### config.mk
export PLATFORM = sky130hd
export DESIGN_NAME = pairing_host_ctrl_flat
export DESIGN_NICKNAME = d
export VERILOG_FILES = /design/src/rtl/pairing_host_ctrl_if.sv /design/src/rtl/pairing_host_ctrl.sv /design/src/flat_wrapper.sv
export SDC_FILE = /design/constraint.sdc
export NUM_CORES = 1
export LEC_CHECK = 0
export ABC_CLOCK_PERIOD_IN_PS = 2050
export CORE_AREA = 10 10 189 191
export DETAILED_ROUTE_END_ITERATION = 10
export DIE_AREA = 0 0 199 201
export DONT_BUFFER_PORTS = 1
export PLACE_DENSITY_LB_ADDON = 0.3
export SETUP_SLACK_MARGIN = 0.1
export SLEW_MARGIN = 15
export SYNTH_ARGS = -nofsm -noshare
export SYNTH_HDL_FRONTEND = slang
export SYNTH_SLANG_ARGS = --single-unit
### constraint.sdc
create_clock -name clk -period 2.05 [get_ports clk]
set_input_delay 0.41 -clock clk [delete_from_list [all_inputs] [get_ports clk]]
set_output_delay 0.41 -clock clk [all_outputs]
set_load 0.01 [all_outputs]
### src/rtl/pairing_host_ctrl_if.sv
`default_nettype none
// ---------------------------------------------------------------------------
// pairing_host_ctrl_if : 32-bit beat-serial host bus of the pairing run ctrl
// Revision: 1.0
// ---------------------------------------------------------------------------
interface pairing_host_ctrl_if #(
  parameter int ADDR_W = 6,
  parameter int HOST_W = 32
);
  logic              host_valid;
  logic              host_ready;
  logic              host_we;
  logic [ADDR_W-1:0] host_addr;
  logic [HOST_W-1:0] host_wdata;
  logic              host_rvalid;
  logic [HOST_W-1:0] host_rdata;
  logic              host_start;

  modport master (
    output host_valid, host_we, host_addr, host_wdata, host_start,
    input  host_ready, host_rvalid, host_rdata
  );

  modport slave (
    input  host_valid, host_we, host_addr, host_wdata, host_start,
    output host_ready, host_rvalid, host_rdata
  );
endinterface
`default_nettype wire

### src/rtl/pairing_host_ctrl.sv
`default_nettype none
// ---------------------------------------------------------------------------
// pairing_host_ctrl : host load/run/readback controller for the GF(3^m) core.
// Optional run-length counter enabled by macro PAIRING_RUN_CNT_EN.
// Revision: 1.0
// ---------------------------------------------------------------------------
module pairing_host_ctrl #(
  parameter int DATA_W = 194,
  parameter int ADDR_W = 6,
  parameter int HOST_W = 32,
  parameter int BEATS  = 7   // must equal ceil(DATA_W/HOST_W)
) (
  input  logic              clk,
  input  logic              reset,
  pairing_host_ctrl_if.slave host,
  output logic              busy,
  output logic              done_flag,
  output logic              core_reset,
  input  logic              core_done,
  output logic              ram_sel,
  output logic [ADDR_W-1:0] ram_addr,
  output logic [DATA_W-1:0] ram_wdata,
  output logic              ram_w,
  input  logic [DATA_W-1:0] ram_q,
  output logic [31:0]       run_cycles
);

  localparam int BEAT_W = $clog2(BEATS + 1);
  localparam int DI_W   = $clog2(DATA_W);
  localparam int HI_W   = $clog2(HOST_W);
  localparam logic [BEAT_W-1:0] LAST_BEAT = BEAT_W'(BEATS - 1);

  typedef enum logic [2:0] {
    IDLE       = 3'd0,
    WR_COLLECT = 3'd1,
    WR_COMMIT  = 3'd2,
    RD_ADDR    = 3'd3,
    RD_WAIT    = 3'd4,
    RD_SEND    = 3'd5,
    RUN        = 3'd6,
    FIN        = 3'd7
  } state_e;

  state_e              state_q, state_d;
  logic [BEAT_W-1:0]   beat_q, beat_d;
  logic [ADDR_W-1:0]   addr_q, addr_d;
  logic [DATA_W-1:0]   wbuf_q, wbuf_d;
  logic [DATA_W-1:0]   shift_q, shift_d;
  logic                done_q, done_d;

  // Places one host beat little-endian into the word; bits past DATA_W fall away.
  function automatic logic [DATA_W-1:0] put_beat(
    input logic [DATA_W-1:0] cur,
    input logic [BEAT_W-1:0] idx,
    input logic [HOST_W-1:0] beat
  );
    logic [DATA_W-1:0] r;
    r = cur;
    for (int i = 0; i < DATA_W; i++) begin
      if (i / HOST_W == int'(idx)) begin
        r[DI_W'(i)] = beat[HI_W'(i % HOST_W)];
      end
    end
    return r;
  endfunction

  always_ff @(posedge clk) begin
    if (reset) begin
      state_q <= IDLE;
      beat_q  <= '0;
      addr_q  <= '0;
      wbuf_q  <= '0;
      shift_q <= '0;
      done_q  <= 1'b0;
    end else begin
      state_q <= state_d;
      beat_q  <= beat_d;
      addr_q  <= addr_d;
      wbuf_q  <= wbuf_d;
      shift_q <= shift_d;
      done_q  <= done_d;
    end
  end

  always_comb begin
    state_d          = state_q;
    beat_d           = beat_q;
    addr_d           = addr_q;
    wbuf_d           = wbuf_q;
    shift_d          = shift_q;
    done_d           = done_q;
    host.host_ready  = 1'b0;
    host.host_rvalid = 1'b0;
    host.host_rdata  = '0;

    unique case (state_q)
      IDLE: begin
        host.host_ready = !host.host_start;
        if (host.host_start) begin
          done_d  = 1'b0;
          state_d = RUN;
        end else if (host.host_valid) begin
          addr_d = host.host_addr;
          if (host.host_we) begin
            wbuf_d  = put_beat(wbuf_q, '0, host.host_wdata);
            beat_d  = BEAT_W'(1);
            state_d = WR_COLLECT;
          end else begin
            state_d = RD_ADDR;
          end
        end
      end
      WR_COLLECT: begin
        host.host_ready = 1'b1;
        if (host.host_valid) begin
          wbuf_d = put_beat(wbuf_q, beat_q, host.host_wdata);
          if (beat_q == LAST_BEAT) begin
            beat_d  = '0;
            state_d = WR_COMMIT;
          end else begin
            beat_d = beat_q + BEAT_W'(1);
          end
        end
      end
      WR_COMMIT: state_d = IDLE;
      RD_ADDR:   state_d = RD_WAIT;
      RD_WAIT: begin
        shift_d = ram_q;
        state_d = RD_SEND;
      end
      RD_SEND: begin
        host.host_rvalid = 1'b1;
        host.host_rdata  = shift_q[HOST_W-1:0];
        shift_d          = shift_q >> HOST_W;
        if (beat_q == LAST_BEAT) begin
          beat_d  = '0;
          state_d = IDLE;
        end else begin
          beat_d = beat_q + BEAT_W'(1);
        end
      end
      RUN: begin
        if (core_done) state_d = FIN;
      end
      FIN: begin
        done_d  = 1'b1;
        state_d = IDLE;
      end
      default: state_d = IDLE;
    endcase
  end

  // Port B ownership and core reset follow the registered state only, so the
  // hand-over between host and core always lands on a clock edge.
  assign busy       = (state_q == RUN);
  assign core_reset = (state_q != RUN);
  assign ram_sel    = (state_q != RUN);
  assign ram_w      = (state_q == WR_COMMIT);
  assign ram_addr   = addr_q;
  assign ram_wdata  = wbuf_q;
  assign done_flag  = done_q;

`ifdef PAIRING_RUN_CNT_EN
  logic [31:0] run_cnt_q;

  always_ff @(posedge clk) begin
    if (reset) begin
      run_cnt_q <= '0;
    end else if (state_q == IDLE && host.host_start) begin
      run_cnt_q <= '0;
    end else if (state_q == RUN && run_cnt_q != 32'hFFFF_FFFF) begin
      run_cnt_q <= run_cnt_q + 32'd1;
    end
  end

  assign run_cycles = run_cnt_q;
`else
  assign run_cycles = '0;
`endif

endmodule
`default_nettype wire
### src/flat_wrapper.sv
// flat-port wrapper written by rule: the top's interface ports become plain ports
module pairing_host_ctrl_flat 
#(
  parameter int DATA_W = 194,
  parameter int ADDR_W = 6,
  parameter int HOST_W = 32,
  parameter int BEATS  = 7                                    
)
  (clk, reset, busy, done_flag, core_reset, core_done, ram_sel, ram_addr, ram_wdata, ram_w, ram_q, run_cycles, host_host_valid, host_host_we, host_host_addr, host_host_wdata, host_host_start, host_host_ready, host_host_rvalid, host_host_rdata);
  pairing_host_ctrl_if #(.ADDR_W(ADDR_W), .HOST_W(HOST_W)) host_i ();
  input  logic clk;
  input  logic reset;
  output logic busy;
  output logic done_flag;
  output logic core_reset;
  input  logic core_done;
  output logic ram_sel;
  output logic [ADDR_W-1:0] ram_addr;
  output logic [DATA_W-1:0] ram_wdata;
  output logic ram_w;
  input  logic [DATA_W-1:0] ram_q;
  output logic [31:0] run_cycles;
  input wire logic [$bits(host_i.host_valid)-1:0] host_host_valid;
  input wire logic [$bits(host_i.host_we)-1:0] host_host_we;
  input wire logic [$bits(host_i.host_addr)-1:0] host_host_addr;
  input wire logic [$bits(host_i.host_wdata)-1:0] host_host_wdata;
  input wire logic [$bits(host_i.host_start)-1:0] host_host_start;
  output wire logic [$bits(host_i.host_ready)-1:0] host_host_ready;
  output wire logic [$bits(host_i.host_rvalid)-1:0] host_host_rvalid;
  output wire logic [$bits(host_i.host_rdata)-1:0] host_host_rdata;
  assign host_i.host_valid = host_host_valid;
  assign host_i.host_we = host_host_we;
  assign host_i.host_addr = host_host_addr;
  assign host_i.host_wdata = host_host_wdata;
  assign host_i.host_start = host_host_start;
  assign host_host_ready = host_i.host_ready;
  assign host_host_rvalid = host_i.host_rvalid;
  assign host_host_rdata = host_i.host_rdata;
  pairing_host_ctrl #(.DATA_W(DATA_W), .ADDR_W(ADDR_W), .HOST_W(HOST_W), .BEATS(BEATS)) u_core (.clk(clk), .reset(reset), .host(host_i), .busy(busy), .done_flag(done_flag), .core_reset(core_reset), .core_done(core_done), .ram_sel(ram_sel), .ram_addr(ram_addr), .ram_wdata(ram_wdata), .ram_w(ram_w), .ram_q(ram_q), .run_cycles(run_cycles));
endmodule
==> results of run 1 <==
## per-layer routing
layer	share of wire	wire length [um]	vias up
met5	0	0	-
met4	0.017	671	0
met3	0.091	3505	46
met2	0.48	18550	349
met1	0.41	15760	4323
li1	-	-	4627
## synthesized netlist by cell type (2+ instances only)
cell type / instances / area share
dfxtp_1: 271 / 0.43
o21ai_0: 200 / 0.080
buf_4: 178 / 0.11
a21oi_1: 169 / 0.067
mux2i_1: 159 / 0.13
nand2_1: 88 / 0.026
clkbuf_1: 86 / 0.026
nor2_1: 72 / 0.022
nand3_1: 39 / 0.016
a311oi_1: 37 / 0.026
and2_1: 35 / 0.017
a22oi_1: 32 / 0.019
buf_2: 15 / 0.0060
buf_1: 8 / 0.0024
inv_1: 6 / 0.0018
nor3b_1: 4 / 0.0024
nand2b_1: 3 / 0.0015
or2_2: 3 / 0.0015
or3b_2: 3 / 0.0021
nor2b_1: 2 / 0.0010
or4_1: 2 / 0.0012
## flip-flops by register name, indices dropped and copies added (netlist names)
register	flops
u_core.beat_q	3
u_core.done_flag	1
u_core.ram_addr	6
u_core.ram_wdata	64
u_core.shift_q	194
u_core.state_q	3
## path summary, 6_finish.rpt
kind | depth (start not counted) | to | slack [ps]
worst max register to register | 6 | u_core.shift_q[163]$_SDFFE_PP0P_ | 190
worst min register to register | 2 | u_core.shift_q[125]$_SDFFE_PP0P_ | 490
worst max-delay path | 6 | host_host_rdata[30] | -80
worst min-delay path | 1 | u_core.ram_wdata[33]$_SDFFE_PP0P_ | -50
## critical path: cells and delay by family, from the launching register on
family	cells	cell delay (ps)
buffers and inverters	4	510
DFF	1	320
and+or+nand+nor	2	330
## logic make-up (layout without fill, tap and decap cells)
logic type | Yosys count | count (layout) | share of synthesized area
AND/OR/NAND/NOR | 260 | 260 | 0.09673
buffers and inverters | 294 | 103 | 0.1434
adder cells (fa/ha/maj) | 1 | 1 | 0.0009980
other | 1 | 164 | 0.0002992
multiplexers | 159 | 159 | 0.1270
flip-flops | 271 | 271 | 0.4328
AO/OA/AOI/OAI | 448 | 448 | 0.1987
## metrics by stage
| stage | util | hold WS [ps] | setup slack (ps) |
|---|---|---|---|
| 2_1_floorplan | - | 471.6 | 282.2 |
| 6_report | 0.4256 | -50.88 | -80.53 |
| 3_3_place_gp | 0.3847 | 480.1 | 285.7 |
| 4_1_cts | 0.4228 | -93.45 | -114.2 |
| 3_5_place_dp | 0.3847 | 485.2 | 248.8 |
| 5_1_grt | 0.4256 | -96.65 | -157.6 |
## power by group through the flow
stage / logic (uW) / registers, uW / clock network (uW)
after global routing: 4920 / 7160 / 5650
after CTS: 4350 / 7040 / 5410
after global placement: 4070 / 7120 / 0
final: 4430 / 7030 / 5260
after detailed placement: 4140 / 7150 / 0
after floorplan: 3610 / 6820 / 0
## repair_timing
item,CTS,global route
endpoints found under the setup margin,38,40
resized for setup,53,4
setup buffers,4,2
pin swaps,10,10
gates cloned,2,2
hold endpoints to repair,110,106
## area by class of cell
cell class                 instances  area (sq um)
multi-input combinational       1030          6051
clock buffer                      44         862.1
sequential                       271          5431
fill                            3158         18410
antenna                            2         5.005
clock inverter                     9         103.9
timing repair buffer              44         640.6
inverter                           6         31.28
tap                              408         510.5
==> flow_metrics.py, run 1 <==
metrics = {
    "setup_path": {
        "crit_required_ps": 1640,
        "startpoint": "u_core.state_q[1]$_SDFFE_PP0P_",
        "timing.rr.start": "u_core.state_q[1]$_SDFFE_PP0P_",
        "endpoint_kind": "output port",
        "path_class": "flop to output port",
        "cp-start-kind": "flop",
        "cp_slowest_stage_delay_ps": 320,
        "critPathSlowestCell": "dfxtp_2",
        "crit_chain": "nand3b_1 > buf_6 > clkinvlp_4 > buf_12 > clkbuf_16 > and2_4",
        "cp.arrival_ps": 1720,
        "worstPathMaxFanout": 8,
    },
    "global_routing": {
        "busiest_layer": "met2",
        "grt_pass1_wl_mm": 55.28,
        "grt_max_degree": 115,
        "grt_pass1_vias": 8609,
        "overflow": 0,
        "grt_use_total": 0.1744,
        "met3_usage": 0.05013,
        "met1_usage": 0.2157,
        "grt_use_met2": 0.2881,
        "antenna_found_initial": 2,
    },
    "clock_network": {
        "htreeDepth": 1,
        "cts_inserted_buffers": 29,
        "clk_path_buf_depth": 3,
        "cts_tree": "built",
        "postCtsHoldBufs": 3,
        "clock-sinks": 271,
        "clkTransAtPathRegs_ps": 60,
        "clockRootBuffer": "clkbuf_16",
        "insertion_delay_ps": 550,
    },
    "sta": {
        "min_period_over_period": 1.039,
        "rsz0062_at_grt": "yes",
        "period_minus_slack_ps": 2131,
        "max_clock_freq_ghz": 0.4694,
        "finClkSkew_ps": 8.349,
        "hold_violations": 25,
        "setup_viol": 33,
        "fin_setup_tns_ps": -1910,
        "max_slew_margin": 0.5508,
        "fin_ws_ps": -80.53,
        "worstMarginPinSlew_ps": 673.7,
        "hold_ws_ps": -50.88,
        "slew_violations": 0,
    },
    "power": {
        "vdd_drop_max_v": 0.0007380,
        "p_clk_frac": 0.315,
        "power_frac_seq": 0.420,
        "p_int_uw": 11410,
        "combPwrFrac": 0.265,
        "swShare": 0.3177,
        "switchingPower_uw": 5314,
        "powerDensity_nw_per_um2": 1227,
        "p_leak_uw": 0.005138,
        "finalPower_uw": 16730,
    },
    "yosys": {
        "synth-async-reset-ratio": 0,
        "seq_area_frac_synth": 0.4328,
        "synth_cell_types": 43,
        "post_synth_inst_count": 1434,
        "synth_edf_count": 0,
        "syn_area_per_cell_sq_um": 8.741,
        "yosys_register_bits": 271,
        "ys_warn_count": 0,
        "synthFlopType": "dfxtp_1",
        "synth_area_sq_um": 12530,
    },
    "die": {
        "ios": 509,
        "fp.dieW_um": 199,
        "start_util": 0.3912,
        "die_h_um": 201,
        "dieArea_sq_um": 40000,
        "num_rows": 66,
        "core_area_sq_um": 32040,
    },
    "placement": {
        "dpl_cell_area_sq_um": 12330,
        "dp_cells": 1747,
        "hpwl_mm": 27.92,
        "port_buffers": 0,
        "gp_congestion": 0.8617,
    },
    "drt": {
        "via_count": 9345,
        "antenna_left": 0,
        "routed_wl_mm": 38.48,
        "dr.pass1.iters": 5,
        "route.detailed.drc": 0,
        "vias_per_cell": 5.152,
        "wl_per_cell_um": 21.21,
        "drt-initial-drc-count": 666,
    },
    "worst_hold_path": {
        "hold_path_class": "input pin to flop",
        "hp-start": "reset",
    },
    "cells_and_area": {
        "mostFrequentLayoutCells": "268 x dfxtp_1, 200 x o21ai_0, 169 x a21oi_1, 162 x conb_1, 159 x mux2i_1",
        "final_area_sq_um": 13640,
        "final_nets": 1621,
        "stdcell_count": 1814,
        "syn_to_final_growth_pct": 8.784,
        "layout_commonest_cell": "dfxtp_1",
        "drive_gt1_frac": 0.1004,
    },
    "run": {
        "cap_violations": 0,
    },
    "run_status": {
        "violations": "negative hold slack, negative setup slack",
        "status": "complete, but fails checks",
    },
}
Power figures use the tool's default switching activity.
==> run 2: changes to the inputs <==
TNS_END_PERCENT = 5   (was unset)
==> run 2 against run 1 <==
Effect of this change:
- the run still ends with negative hold slack, negative setup slack left
- register-to-register slack worse by 20 ps
- sequential power is essentially flat
- clock power barely moved
- first-iteration DRC count increased by 4.1%
- fmax grew 0.11%
- critical path type unchanged
==> flow_metrics.py, run 2 (synthesis results as in run 1) <==
metrics = {
    "power": {
        "power_frac_seq": 0.422,
        "combPwrFrac": 0.262,
        "finalPower_uw": 16650,
        "p_int_uw": 11360,
        "p_clk_frac": 0.316,
        "switchingPower_uw": 5292,
        "vdd_drop_max_v": 0.0007382,
        "swShare": 0.3178,
        "powerDensity_nw_per_um2": 1225,
        "p_leak_uw": 0.005125,
    },
    "cells_and_area": {
        "fillers": 3158,
        "largest_register_ffs": 194,
        "layout_commonest_cell": "dfxtp_1",
        "final-seq-area_sq_um": 5431,
        "utilization": 0.4241,
        "multiInputGateArea_sq_um": 6033,
        "final_area_sq_um": 13590,
        "drive_gt1_frac": 0.09972,
        "mostFrequentLayoutCells": "268 x dfxtp_1, 200 x o21ai_0, 169 x a21oi_1, 162 x conb_1, 159 x mux2i_1",
        "syn_to_final_growth_pct": 8.415,
        "final_nets": 1621,
        "regMostFlops": "u_core.shift_q",
    },
    "global_routing": {
        "grt_max_degree": 115,
        "overflow": 0,
        "grt_pass1_vias": 8609,
        "antenna_found_initial": 2,
        "grt_pass1_wl_mm": 55.18,
        "grt_use_total": 0.1741,
    },
    "die": {
        "ios": 509,
        "core_area_sq_um": 32040,
        "num_rows": 66,
        "dieArea_sq_um": 40000,
        "fp.dieW_um": 199,
        "start_util": 0.3912,
        "die_h_um": 201,
    },
    "drt": {
        "vias_per_cell": 5.141,
        "via_count": 9326,
        "dr.pass1.iters": 6,
        "drt-initial-drc-count": 693,
        "route.detailed.drc": 0,
        "antenna_left": 0,
        "wl_per_cell_um": 21.15,
        "routed_wl_mm": 38.37,
    },
    "sta": {
        "period_minus_slack_ps": 2128,
        "max_clock_freq_ghz": 0.4699,
        "slew_violations": 0,
        "hold_violations": 36,
        "worstMarginPinSlew_ps": 672.0,
        "finClkSkew_ps": 13.38,
        "fin_ws_ps": -78.18,
        "hold_ws_ps": -54.04,
        "min_period_over_period": 1.038,
        "rsz0062_at_grt": "yes",
        "setup_viol": 34,
        "max_slew_margin": 0.5520,
    },
    "setup_path": {
        "path_class": "flop to output port",
        "endpoint_kind": "output port",
        "crit_required_ps": 1640,
        "cp.arrival_ps": 1720,
        "r2r_setup_slack_ps": 170,
        "worstPathMaxFanout": 8,
        "cp-start-kind": "flop",
    },
    "run": {
        "cap_violations": 0,
    },
    "placement": {
        "port_buffers": 0,
        "hpwl_mm": 27.92,
        "place_ws_ps": 248.8,
        "dpl_cell_area_sq_um": 12330,
        "gp_congestion": 0.8617,
    },
    "clock_network": {
        "clock-sinks": 271,
        "htreeDepth": 1,
        "cts_inserted_buffers": 29,
        "clockRootBuffer": "clkbuf_16",
        "clk_path_buf_depth": 3,
        "postCtsHoldBufs": 3,
        "cts_tree": "built",
        "insertion_delay_ps": 550,
        "clkTransAtPathRegs_ps": 60,
    },
    "worst_hold_path": {
        "hold_path_class": "input pin to flop",
    },
    "run_status": {
        "violations": "negative hold slack, negative setup slack",
        "status": "complete, but fails checks",
    },
}
-- run 2: changes by cell type in the layout (fill, tap and decap cells not counted), sizes merged --
cell / before / now
buf: 39 / 40
clkbuf: 46 / 45
-- run 2: power groups by stage --
stage	registers, uW	logic, uW	clock network (uW)
3_3_place_gp	7120	4070	0
4_1_cts	7040	4320	5410
6_report	7030	4360	5270
2_1_floorplan	6820	3610	0
5_1_grt	7160	4840	5650
3_5_place_dp	7150	4140	0
-- run 2: worst paths after layout --
kind | start | end | cells past startpoint
worst max-delay path | u_core.state_q[1]$_SDFFE_PP0P_ | host_host_rdata[26] | 6
worst min-delay path | reset | u_core.ram_wdata[33]$_SDFFE_PP0P_ | 1
worst min register to register | u_core.shift_q[157]$_SDFFE_PP0P_ | u_core.shift_q[125]$_SDFFE_PP0P_ | 2
worst max register to register | u_core.state_q[1]$_SDFFE_PP0P_ | u_core.ram_wdata[34]$_SDFFE_PP0P_ | 5
-- run 2: timing repair --
action / CTS / global route
endpoints found under the setup margin: 38 / 49
cloned: 2 / 1
gates resized for setup: 48 / 3
pin swaps: 21 / 4
hold endpoints to repair: 110 / 106
setup buffers: 4 / 2
-- run 2: final cells by class --
cell class	count	area share
Antenna cell	2	0.0003683
Clock buffer	44	0.06344
Clock inverter	9	0.007642
Inverter	6	0.002118
Multi-Input combinational cell	1030	0.4440
Sequential cell	271	0.3997
Tap cell	408	0.03757
Timing Repair Buffer	44	0.04521
-- run 2: per-layer routing --
layer / share of wire / up-vias / GRT usage
li1: - / 4620 / -
met1: 0.41 / 4308 / 0.2161
met2: 0.48 / 346 / 0.2873
met3: 0.090 / 52 / 0.04912
met4: 0.019 / 0 / 0.04770
met5: 0 / - / 0
-- run 2: worst max-delay path, stage by stage, from the launching register on --
cell	delay [ps]
dfxtp_2	320
nand3b_1	160
buf_6	150
clkinvlp_4	70
buf_12	130
clkbuf_16	160
and2_4	160
-- run 2: metrics by stage --
stage          TNS, ps  std cells
3_5_place_dp         0       1747
2_1_floorplan        0       1595
5_1_grt          -4306       1814
3_3_place_gp         0       1747
6_report         -1815       1814
4_1_cts          -2988       1809
